[src/rtl/ula_pkg.sv]
// ---------------------------------------------------------------------------
// ula_pkg
// Shared types and constants for the ULA sequencing front-end:
//   cmd_kind_t : command encoding on cmd_kind (LOADI, EXEC, READ, NOP)
//   OP_*       : ULA opcode values carried on cmd_op / alu_op
//   state_t    : sequencer states (IDLE, ISSUE, RESP)
// ---------------------------------------------------------------------------
package ula_pkg;

  typedef enum logic [1:0] {
    LOADI = 2'b00,
    EXEC  = 2'b01,
    READ  = 2'b10,
    NOP   = 2'b11
  } cmd_kind_t;

  localparam logic [2:0] OP_ADD = 3'b000;
  localparam logic [2:0] OP_SUB = 3'b001;
  localparam logic [2:0] OP_MUL = 3'b010;
  localparam logic [2:0] OP_AND = 3'b011;
  localparam logic [2:0] OP_OR  = 3'b100;

  typedef enum logic [1:0] {
    IDLE  = 2'b00,
    ISSUE = 2'b01,
    RESP  = 2'b10
  } state_t;

endpackage

[src/rtl/ula_regfile.sv]
// ---------------------------------------------------------------------------
// ula_regfile
// Four N-bit operand registers, one write port, two combinational reads.
// Ports:
//   clk, rst             : clock, synchronous active-high reset (clears all)
//   i_we/i_waddr/i_wdata : write port
//   i_raddr1/o_rdata1    : read port 1
//   i_raddr2/o_rdata2    : read port 2
// ---------------------------------------------------------------------------
module ula_regfile
  import ula_pkg::*;
#(
  parameter int N = 8
) (
  input  logic         clk,
  input  logic         rst,
  input  logic         i_we,
  input  logic [1:0]   i_waddr,
  input  logic [N-1:0] i_wdata,
  input  logic [1:0]   i_raddr1,
  input  logic [1:0]   i_raddr2,
  output logic [N-1:0] o_rdata1,
  output logic [N-1:0] o_rdata2
);

  logic [N-1:0] r_regs [4];

  // Register storage with synchronous clear.
  always_ff @(posedge clk) begin
    if (rst) begin
      for (int i = 0; i < 4; i++) begin
        r_regs[i] <= {N{1'b0}};
      end
    end else if (i_we) begin
      r_regs[i_waddr] <= i_wdata;
    end
  end

  assign o_rdata1 = r_regs[i_raddr1];
  assign o_rdata2 = r_regs[i_raddr2];

endmodule

[src/rtl/ula_seq.sv]
// ---------------------------------------------------------------------------
// ula_seq
// Command sequencer in front of the ULA datapath.
// Ports:
//   clk, rst                          : clock, synchronous active-high reset
//   cmd_valid/cmd_ready               : command handshake (ready only in IDLE)
//   cmd_kind, cmd_op, cmd_rd,
//   cmd_rs1, cmd_rs2, cmd_imm         : command fields
//   alu_a, alu_b, alu_op              : registered drive to the ULA
//   alu_c                             : ULA combinational result
//   res_valid/res_ready               : response handshake
//   res_data, res_rd                  : response payload
// EXEC: accept -> ISSUE (ULA settles) -> RESP. READ: accept -> RESP.
// LOADI and NOP complete in the accept cycle with no response.
// ---------------------------------------------------------------------------
module ula_seq
  import ula_pkg::*;
#(
  parameter int N = 8
) (
  input  logic         clk,
  input  logic         rst,
  input  logic         cmd_valid,
  output logic         cmd_ready,
  input  logic [1:0]   cmd_kind,
  input  logic [2:0]   cmd_op,
  input  logic [1:0]   cmd_rd,
  input  logic [1:0]   cmd_rs1,
  input  logic [1:0]   cmd_rs2,
  input  logic [N-1:0] cmd_imm,
  output logic [N-1:0] alu_a,
  output logic [N-1:0] alu_b,
  output logic [2:0]   alu_op,
  input  logic [N-1:0] alu_c,
  output logic         res_valid,
  input  logic         res_ready,
  output logic [N-1:0] res_data,
  output logic [1:0]   res_rd
);

  state_t       r_state;
  state_t       w_state_nxt;
  cmd_kind_t    w_kind;
  logic         w_accept;
  logic         w_we;
  logic [1:0]   w_waddr;
  logic [N-1:0] w_wdata;
  logic [N-1:0] w_rdata1;
  logic [N-1:0] w_rdata2;
  logic [N-1:0] r_alu_a;
  logic [N-1:0] r_alu_b;
  logic [2:0]   r_alu_op;
  logic [1:0]   r_rd;
  logic         r_res_valid;
  logic [N-1:0] r_res_data;
  logic [1:0]   r_res_rd;

  assign w_kind    = cmd_kind_t'(cmd_kind);
  // Ready is masked by rst so nothing is accepted on a reset edge.
  assign cmd_ready = (r_state == IDLE) && !rst;
  assign w_accept  = cmd_valid && cmd_ready;

  ula_regfile #(.N(N)) u_regfile (
    .clk      (clk),
    .rst      (rst),
    .i_we     (w_we),
    .i_waddr  (w_waddr),
    .i_wdata  (w_wdata),
    .i_raddr1 (cmd_rs1),
    .i_raddr2 (cmd_rs2),
    .o_rdata1 (w_rdata1),
    .o_rdata2 (w_rdata2)
  );

  // Next-state decode.
  always_comb begin
    w_state_nxt = r_state;
    case (r_state)
      IDLE: begin
        if (w_accept) begin
          case (w_kind)
            EXEC:    w_state_nxt = ISSUE;
            READ:    w_state_nxt = RESP;
            default: w_state_nxt = IDLE;
          endcase
        end else begin
          w_state_nxt = IDLE;
        end
      end
      ISSUE:   w_state_nxt = RESP;
      RESP: begin
        if (res_ready) begin
          w_state_nxt = IDLE;
        end else begin
          w_state_nxt = RESP;
        end
      end
      default: w_state_nxt = IDLE;
    endcase
  end

  // State register; res_valid is registered as "next state is RESP".
  always_ff @(posedge clk) begin
    if (rst) begin
      r_state     <= IDLE;
      r_res_valid <= 1'b0;
    end else begin
      r_state     <= w_state_nxt;
      r_res_valid <= (w_state_nxt == RESP);
    end
  end

  // Register-file write select: ISSUE write-back or an accepted LOADI
  // (the two are mutually exclusive since accept needs IDLE).
  always_comb begin
    w_we    = 1'b0;
    w_waddr = 2'b00;
    w_wdata = {N{1'b0}};
    if (r_state == ISSUE) begin
      w_we    = 1'b1;
      w_waddr = r_rd;
      w_wdata = alu_c;
    end else if (w_accept && (w_kind == LOADI)) begin
      w_we    = 1'b1;
      w_waddr = cmd_rd;
      w_wdata = cmd_imm;
    end else begin
      w_we    = 1'b0;
    end
  end

  // Operand snapshot, ULA drive and response payload registers.
  always_ff @(posedge clk) begin
    if (rst) begin
      r_alu_a    <= {N{1'b0}};
      r_alu_b    <= {N{1'b0}};
      r_alu_op   <= 3'b000;
      r_rd       <= 2'b00;
      r_res_data <= {N{1'b0}};
      r_res_rd   <= 2'b00;
    end else begin
      if (w_accept && (w_kind == EXEC)) begin
        r_alu_a  <= w_rdata1;
        r_alu_b  <= w_rdata2;
        r_alu_op <= cmd_op;
        r_rd     <= cmd_rd;
      end
      if (w_accept && (w_kind == READ)) begin
        r_res_data <= w_rdata1;
        r_res_rd   <= cmd_rs1;
      end
      if (r_state == ISSUE) begin
        r_res_data <= alu_c;
        r_res_rd   <= r_rd;
      end
    end
  end

  assign alu_a     = r_alu_a;
  assign alu_b     = r_alu_b;
  assign alu_op    = r_alu_op;
  assign res_valid = r_res_valid;
  assign res_data  = r_res_data;
  assign res_rd    = r_res_rd;

endmodule

[config.mk]
export PLATFORM = sky130hd
export DESIGN_NAME = ula_seq
export DESIGN_NICKNAME = d
export VERILOG_FILES = /design/src/rtl/ula_pkg.sv /design/src/rtl/ula_regfile.sv /design/src/rtl/ula_seq.sv
export SDC_FILE = /design/constraint.sdc
export NUM_CORES = 1
export LEC_CHECK = 0
export BUFFER_PORTS_ARGS = -buffer_cell sky130_fd_sc_hd__buf_2
export CORE_MARGIN = 1.5
export CORE_UTILIZATION = 55
export DETAILED_ROUTE_END_ITERATION = 7
export MAX_ROUTING_LAYER = met4
export PLACE_DENSITY = 0.79
export SETUP_SLACK_MARGIN = 0.15
export SLEW_MARGIN = 0
export SYNTH_ARGS = -nofsm -noshare
export SYNTH_HDL_FRONTEND = slang
export SYNTH_HIERARCHICAL = 1
export SYNTH_SLANG_ARGS = --single-unit
[constraint.sdc]
create_clock -name clk -period 2.7 [get_ports clk]
set_clock_uncertainty 0.05 [all_clocks]
set_input_delay 0.405 -clock clk [delete_from_list [all_inputs] [get_ports clk]]
set_output_delay 0.405 -clock clk [all_outputs]
set_load 0.02 [all_outputs]
==> impl_metrics.tcl, run 1 <==
set metrics [dict create \
    status "completed" \
    rsz0062_at_grt "no" \
    stdcell_area_um2 3820 \
    grt_pass1_vias 2371 \
    slew_viol_final 0 \
    setup_tns_ns 0 \
    synthMuxAreaShare_pct 11.0 \
    yosys-top-cells-area "edfxtp_1 29%, dfxtp_1 21%, mux4_2 11%, a21oi_1 4.7%, and2_1 4.6%" \
    p_int_mw 1.68 \
    ys_seq_area_share_pct 50.2 \
    ff2ff_path_depth 5 \
    htree_levels 3 \
    wire_per_inst_um 18.4 \
    synth_compound_area_share_pct 15.8 \
    relSlewSlack_pct 52.4 \
    crit_required_ns 2.74 \
    drive_above_1_share_pct 35.9 \
    r2r_end "u_regfile/r_regs[1][1]$_SDFFCE_PN0P_" \
    synth_adder_area_share_pct 0 \
    cts_buffers 9 \
    grt_pass1_wl_um 12100 \
    nets 369 \
    fp-row-count 27 \
    synth_xor_area_share_pct 0 \
    area_growth_pct 16.8 \
    placed_area_um2 3600 \
    async_flop_share_pct 0 \
    setup_viol 0 \
    die_area_um2 6410 \
    clockPowerShare_pct 39.8 \
    via_per_inst 6.07 \
    start_util_pct 58.3 \
    synth_top_area_cell "edfxtp_1" \
    yosys.cell_types.count 37 \
    crit_arrival_ns 2.20 \
    place_inst 399 \
    setup_slack_ns 0.536 \
    p_comb_share_pct 10.3 \
    p_switching_mw 0.519 \
    syn_nets 309 \
    final_cell_mix "61 x buf_2, 34 x dfxtp_1, 32 x edfxtp_1" \
    ioPinCount 62 \
    fmax_mhz 462 \
    reg2reg_from "r_state[0]$_SDFF_PP0_" \
    wirelength_um 7620 \
    regArea_um2 1640 \
    antenna_found_initial 0 \
    fin_util_pct 68.1 \
    drt_iter0_drc 278 \
    post_cts_buffers 0 \
    irDropWorstVdd_uv 303 \
    yosys_warnings 6 \
    vias 2521 \
    hold_buffers 0 \
    crit_path_end_kind "flop" \
    setup.worst_path.start_class "flop" \
    ctsResizeCount 0 \
    grt_usage_pct 26.5 \
    synth_top_area_share_pct 29.4 \
    hpwl_um 5480 \
    grt_remaining_overflow 0 \
    crit_chain "or4b_4, nor3_4, a22o_1, and4bb_4, and2_1" \
    preCtsSetupSlack_ns 0.416 \
    cts.sinks 66 \
    p_leak_nw 1.48 \
    holdPathEnd "alu_op[2]$_SDFFE_PP0P_" \
    ant_nets 0 \
    layout_commonest_cell "buf_2" \
    die_width_um 80.1 \
    hp-start "cmd_op[2]" \
    ys_ff_latch 66 \
    critPathSlowestCell "or4b_4" \
    total_power_mw 2.20 \
    period_share_pct 80.1 \
    cts_tree "yes" \
    clkTransAtPathRegs_ns 0.08 \
    syn_inst 278 \
    synthSimpleGateAreaFrac_pct 18.6 \
    critPathKind "reg -> reg" \
    clockBufferDepth 2 \
    core_um2 5610 \
    ys.flop_type "dfxtp_1" \
    synth_edf_count 32 \
    diodes 0 \
    fin_hold_ws_ns 0.267 \
    powerDensity_nw_per_um2 575 \
    worstHoldPathCells 3 \
    maxCapViolCount 0 \
    drc 0 \
    cp_max_fo 8 \
    die_y_um 80.1 \
    syn_area_per_cell_um2 11.8 \
    clk_latency_ns 0.34 \
    syn_area_um2 3270 \
    worst_hold_path_type "in -> reg" \
    synth_top_family_by_area "simple AND/OR/NAND/NOR gates" \
    worstMarginPinSlew_ns 0.714 \
    multi_input_area_um2 1490 \
    grt_max_degree 47 \
    fillers 415 \
    p_seq_share_pct 50.0 \
    fin_crit_ns 2.16 \
    rrSetupSlack_ns 0.54 \
    hold_viol_final 0 \
    max_stage_delay_ns 0.56 \
    instances_no_fill 415 \
    gp_congestion 0.856 \
    root_buffer "clkbuf_8" \
    dr.pass1.iters 5 \
    swShare_pct 23.6 \
    io_buffers 61 \
]
-- logic make-up after synthesis --
family,count (synthesis)
compound gates,80
flops,66
buf+inv,24
mux,16
simple gates,92
-- critical path, delay by kind of cell (launching register included) --
family,cells,cell delay (ns)
flip-flops,1,0.33
AO/OA/AOI/OAI,1,0.32
AND/OR/NAND/NOR,4,1.21
-- layout make-up --
type	instances	share of cell area (%)
inverters	2	0.197
repair buffers	71	9.96
flip-flops and latches	66	43.0
multi-input cells	188	38.9
well taps	72	2.36
clock inverters	4	1.21
clock buffers	12	4.36
-- flip-flops by register name, indices dropped and copies added (netlist names) --
signal            cells
r_rd                  2
res_valid             1
res_data              8
alu_b                 8
u_regfile/r_regs     32
res_rd                2
r_state               2
alu_a                 8
alu_op                3
-- cells in the mapped netlist, types with 3 or more instances --
| library cell | instances |
|---|---|
| and2_1 | 24 |
| and2_2 | 8 |
| nor2_1 | 3 |
| a21oi_1 | 31 |
| mux4_2 | 16 |
| nand2_1 | 11 |
| o21ai_0 | 18 |
| a221o_1 | 8 |
| dfxtp_1 | 34 |
| nand3b_1 | 8 |
| nand3_1 | 23 |
| o21ai_1 | 3 |
| clkbuf_1 | 10 |
| o21bai_1 | 3 |
| a22o_1 | 10 |
| edfxtp_1 | 32 |
| buf_2 | 3 |
| buf_6 | 6 |
-- worst max-delay path by stage --
stage / slack (ns) / end / cells past startpoint / startpoint
after floorplan: 0.23 / u_regfile/r_regs[2][0]$_SDFFCE_PN0P_ / 7 / r_state[0]$_SDFF_PP0_
after global placement: 0.44 / u_regfile/r_regs[2][1]$_SDFFCE_PN0P_ / 6 / rst
after detailed placement: 0.42 / u_regfile/r_regs[0][5]$_SDFFCE_PN0P_ / 6 / rst
after CTS: 0.54 / u_regfile/r_regs[1][1]$_SDFFCE_PN0P_ / 5 / r_state[0]$_SDFF_PP0_
after global routing: 0.40 / u_regfile/r_regs[0][5]$_SDFFCE_PN0P_ / 5 / r_state[0]$_SDFF_PP0_
final: 0.54 / u_regfile/r_regs[1][1]$_SDFFCE_PN0P_ / 5 / r_state[0]$_SDFF_PP0_
-- power groups by stage --
stage | combinational (mW) | clock (mW) | sequential, mW
after floorplan | 0.137 | 0 | 1.13
after global placement | 0.220 | 0 | 1.12
after detailed placement | 0.223 | 0 | 1.12
after CTS | 0.224 | 0.882 | 1.10
after global routing | 0.242 | 0.932 | 1.10
final | 0.225 | 0.873 | 1.10
-- layer usage --
metal	track usage, %	part of all wire, %	up-vias
met3	6.59	7.2	12
met1	34.0	43	1230
met2	40.1	49	95
li1	-	-	1184
met5	-	0	-
met4	11.6	1.5	0
No activity file was read; power rests on OpenSTA's default activity.
==> run 2, diff against run 1 <==
Clock period 2.7 ns to 2.1 ns, I/O delays scaled along.
==> impl_metrics.tcl, run 2 (same netlist as run 1, synthesis figures left out) <==
set metrics [dict create \
    status "completed" \
    drive_above_1_share_pct 41.7 \
    core_um2 5610 \
    place_inst 403 \
    p_leak_nw 1.55 \
    via_per_inst 5.99 \
    diodes 0 \
    grt_remaining_overflow 0 \
    area_growth_pct 21.1 \
    instances_no_fill 422 \
    wirelength_um 7670 \
    maxCapViolCount 0 \
    slew_viol_final 0 \
    cts_tree "yes" \
    ff2ff_path_depth 7 \
    grt_pass1_vias 2410 \
    cts.sinks 66 \
    wire_per_inst_um 18.2 \
    hp-start "cmd_op[1]" \
    r2r_end "u_regfile/r_regs[0][0]$_SDFFCE_PN0P_" \
    grt_max_degree 47 \
    clk_latency_ns 0.34 \
    root_buffer "clkbuf_8" \
    grt_usage_pct 26.2 \
    drt_iter0_drc 154 \
    stdcell_area_um2 3960 \
    crit_required_ns 2.15 \
    clockBufferDepth 2 \
    reg2reg_from "r_state[1]$_SDFF_PP0_" \
    rsz0062_at_grt "yes" \
    crit_arrival_ns 2.11 \
    ant_nets 0 \
    powerDensity_nw_per_um2 695 \
    regMostFlops "u_regfile/r_regs" \
    htree_levels 3 \
    layout_commonest_cell "buf_2" \
    gp_congestion 0.831 \
    hold_viol_final 0 \
    hpwl_um 5540 \
    irDropWorstVdd_uv 616 \
    relSlewSlack_pct 55.7 \
    crit_path_end_kind "flop" \
    dr.pass1.iters 4 \
    final_cell_mix "61 x buf_2, 34 x dfxtp_1, 32 x edfxtp_1" \
    fin_crit_ns 2.07 \
    critPathKind "reg -> reg" \
    die_y_um 80.1 \
    setup.worst_path.start_class "flop" \
    die_width_um 80.1 \
    antenna_found_initial 0 \
    io_buffers 61 \
    holdPathEnd "alu_op[1]$_SDFFE_PP0P_" \
    fmax_mhz 484 \
    placed_area_um2 3690 \
    worstHoldPathCells 3 \
    vias 2528 \
    clkTransAtPathRegs_ns 0.08 \
    cts_buffers 9 \
    period_share_pct 98.3 \
    start_util_pct 58.3 \
    ioPinCount 62 \
    largest_reg_flops 32 \
    worst_hold_path_type "in -> reg" \
    rrSetupSlack_ns 0.03 \
    worstMarginPinSlew_ns 0.665 \
    setup_viol 0 \
    hold_buffers 0 \
    drc 0 \
    cp_max_fo 8 \
    grt_pass1_wl_um 12100 \
    nets 376 \
    die_area_um2 6410 \
    fp-row-count 27 \
]
[run 2: changes by cell type in the layout (fill, tap and decap cells not counted), sizes merged]
cell / change
inv: -1
clkinvlp: +2
clkbuf: -3
clkinv: +2
buf: +7
[run 2: timing repair]
action                     in CTS  in global routing
setup endpoints to repair      64                 64
buffers inserted                1                  2
gates resized for setup         2                 11
pin swaps                       1                  6
[run 2: power breakdown]
part	internal [mW]	switching, mW
combinational	0.133	0.178
clock	0.543	0.485
sequential	1.39	0.0252
total	2.06	0.688
[run 2: cell type report]
cell class                 instances  area, µm²
multi-input combinational        188       1590
clock buffer                       9        124
tap                               72       90.1
sequential                        66       1640
inverter                           2       7.51
clock inverter                     7       70.1
fill                             413       1650
timing repair buffer              78        433
[run 2: worst max path at each step]
stage / end / slack, ns / start
2_1_floorplan: u_regfile/r_regs[1][0]$_SDFFCE_PN0P_ / 0.02 / r_state[0]$_SDFF_PP0_
3_3_place_gp: u_regfile/r_regs[0][0]$_SDFFCE_PN0P_ / -0.09 / rst
3_5_place_dp: u_regfile/r_regs[0][0]$_SDFFCE_PN0P_ / -0.11 / rst
4_1_cts: u_regfile/r_regs[0][3]$_SDFFCE_PN0P_ / 0.06 / r_state[1]$_SDFF_PP0_
5_1_grt: u_regfile/r_regs[0][2]$_SDFFCE_PN0P_ / -0.04 / r_state[1]$_SDFF_PP0_
6_report: u_regfile/r_regs[0][0]$_SDFFCE_PN0P_ / 0.03 / r_state[1]$_SDFF_PP0_
[run 2: critical path, stage by stage (launching register included)]
cell and delay [ns]:
dfxtp_1 0.31, or4b_4 0.54, nor3_4 0.23, buf_4 0.15
a22o_4 0.13, buf_4 0.12, nor4b_4 0.06, and2_2 0.23
[run 2: metrics by stage]
step           hold WS, ns  power [mW]  worst slack (ns)  util, %  TNS (ns)
2_1_floorplan        0.405        1.63            0.0232        -         0
3_3_place_gp         0.408        1.73           -0.0941     65.7     -1.96
3_5_place_dp         0.414        1.74            -0.110     65.7     -2.99
4_1_cts              0.162        2.76            0.0623     69.4         0
5_1_grt              0.187        2.85           -0.0425     70.6    -0.969
6_report             0.170        2.75            0.0349     70.6         0
[run 2: layer usage]
layer	part of all wire, %	global-route usage, %	up-vias
met3	5.3	4.09	15
met4	2.3	12.8	0
met2	50	40.4	85
met1	43	33.9	1230
met5	0	-	-
li1	-	-	1198
==> run 3, diff against run 2 <==
Settings changed: ABC_AREA set to 1.
==> impl_metrics.tcl, run 3 <==
set metrics [dict create \
    io_buffers 61 \
    cts_tree "yes" \
    hold_buffers 0 \
    nets 554 \
    ys_seq_area_share_pct 47.2 \
    die_width_um 82.5 \
    critPathKind "reg -> reg" \
    regMostFlops "u_regfile/r_regs" \
    routed-wl-met2_um 3750 \
    synth_top_area_share_pct 27.6 \
    p_leak_nw 1.93 \
    crit_required_ns 2.07 \
    async_flop_share_pct 0 \
    yosys-top-cells-area "edfxtp_1 28%, dfxtp_1 20%, nand2_1 14%, nor2_1 8.4%, inv_1 6.4%" \
    wirelength_um 8160 \
    wl_met1_um 3440 \
    cts_buffers 9 \
    wl_met3_um 781 \
    syn_area_um2 3480 \
    area_growth_pct 14.6 \
    period_share_pct 87.7 \
    start_util_pct 57.7 \
    htree_levels 3 \
    synth_edf_count 32 \
    drive_above_1_share_pct 22.0 \
    crit_chain "nor3_4, nand4_1, buf_4, o21ai_1, buf_4, nand2_2, o21ai_4" \
    synth.most_common_cell "nand2_1" \
    synth_top_area_cell "edfxtp_1" \
    fmax_mhz 543 \
    worst_hold_path_type "in -> reg" \
    critPathSlowestCell "dfxtp_1" \
    antenna_found_initial 0 \
    maxCapViolCount 0 \
    irDropWorstVdd_uv 457 \
    syn_nets 495 \
    top_layer "met4" \
    ant_nets 0 \
    drc 0 \
    ys.flop_type "dfxtp_1" \
    setup_viol 0 \
    syn_inst 464 \
    cts.sinks 66 \
    hold_viol_final 0 \
    yosys.cell_types.count 26 \
    clockBufferDepth 2 \
    die_y_um 82.5 \
    clk_latency_ns 0.34 \
    final_cell_mix "124 x nand2_1, 78 x nor2_1, 61 x buf_2" \
    largest_reg_flops 32 \
    fin_crit_ns 1.84 \
    path_common_cell "buf_4" \
    die_area_um2 6810 \
    grt_remaining_overflow 0 \
    drt_iter0_drc 320 \
    diodes 0 \
    via_per_inst 5.18 \
    root_buffer "clkbuf_8" \
    grt_pass1_vias 2635 \
    wire_per_inst_um 13.5 \
    grt_usage_pct 26.3 \
    vias 3124 \
    hpwl_um 6040 \
    relSlewSlack_pct 58.3 \
    ioPinCount 62 \
    synthTopCellsByCount "127 x nand2_1, 78 x nor2_1, 59 x inv_1" \
    powerDensity_nw_per_um2 677 \
    worstMarginPinSlew_ns 0.625 \
    setup_tns_ns 0 \
    slew_viol_final 0 \
    setup.worst_path.start_class "flop" \
    cp_top_family "compound AO/OA/AOI/OAI gates" \
    grt_max_degree 30 \
    crit_path_end_kind "flop" \
    rsz0062_at_grt "no" \
    cp_max_fo 8 \
    yosys_warnings 6 \
    max_stage_delay_ns 0.34 \
    gp_congestion 0.936 \
    core_um2 6030 \
    grt_pass1_wl_um 12500 \
    path_buf_inv 2 \
    layout_commonest_cell "nand2_1" \
    fin_util_pct 66.1 \
    crit_arrival_ns 1.81 \
    clkTransAtPathRegs_ns 0.08 \
    dr.pass1.iters 6 \
    ys_ff_latch 66 \
    syn_area_per_cell_um2 7.49 \
    fp-row-count 28 \
    status "completed" \
]
==> run 3: cell types whose count changed after synthesis, sizes merged, moves of 12 or more <==
cell	delta
nand2	+118
nor2	+80
inv	+64
and2	-32
a21oi	-23
mux4	-16
nand3	+12
==> run 3: path summary, 6_finish.rpt <==
path	startpoint	endpoint	slack (ns)	cells after the start
max	r_state[0]$_SDFF_PP0_	u_regfile/r_regs[2][7]$_SDFFCE_PN0P_	0.26	7
min	cmd_op[0]	alu_op[0]$_SDFFE_PP0P_	0.16	3
max reg2reg	r_state[0]$_SDFF_PP0_	u_regfile/r_regs[2][7]$_SDFFCE_PN0P_	0.26	7
min reg2reg	alu_op[0]$_SDFFE_PP0P_	alu_op[0]$_SDFFE_PP0P_	0.43	2
==> run 3: cell families after synthesis <==
family / count (synthesis) / synth area share, %
and+or+nand+nor: 268 / 34.1
buffers and inverters: 88 / 11.7
DFF: 66 / 47.2
AOI/OAI and AO/OA: 42 / 6.98
==> run 3: layout make-up <==
class / instances / area (µm²)
inverter: 66 / 248
timing repair buffer: 70 / 373
sequential: 66 / 1640
multi-input combinational: 310 / 1470
fill: 561 / 2040
clock buffer: 10 / 128
tap: 75 / 93.8
clock inverter: 6 / 33.8
==> run 3: timing repair <==
item / in CTS / in global routing
setup endpoints to repair: 8 / 40
buffers inserted: 0 / 1
gates resized for setup: 1 / 3
pin swaps: 0 / 1
==> run 3: per-layer routing <==
metal	global-route usage, %	vias up
met1	34.0	1372
met4	10.2	0
li1	-	1569
met2	39.7	162
met3	6.59	21
met5	-	-
==> run 3: metrics by stage <==
step / power (mW) / hold slack, ns / area, µm² / worst slack, ns / cells
6_report: 2.70 / 0.161 / 3980 / 0.258 / 603
5_1_grt: 2.83 / 0.181 / 3980 / 0.155 / 603
4_1_cts: 2.71 / 0.153 / 3970 / 0.168 / 602
3_5_place_dp: 1.83 / 0.416 / 3800 / 0.00802 / 586
3_3_place_gp: 1.82 / 0.407 / 3800 / 0.114 / 586
2_1_floorplan: 1.72 / 0.334 / 3490 / 0.172 / 464
==> run 3: power breakdown <==
| group | internal (mW) | switching, mW | leakage (nW) |
|---|---|---|---|
| sequential | 1.40 | 0.0212 | 0.607 |
| clock | 0.417 | 0.466 | 0.0795 |
| combinational | 0.129 | 0.264 | 1.24 |
| total | 1.94 | 0.752 | 1.93 |
==> run 3: worst reg2reg max path: cells and delay by family, from the launching register on <==
kind | cells | cell delay (ns)
compound gates | 2 | 0.42
simple gates | 3 | 0.38
buf+inv | 2 | 0.32
flops | 1 | 0.34
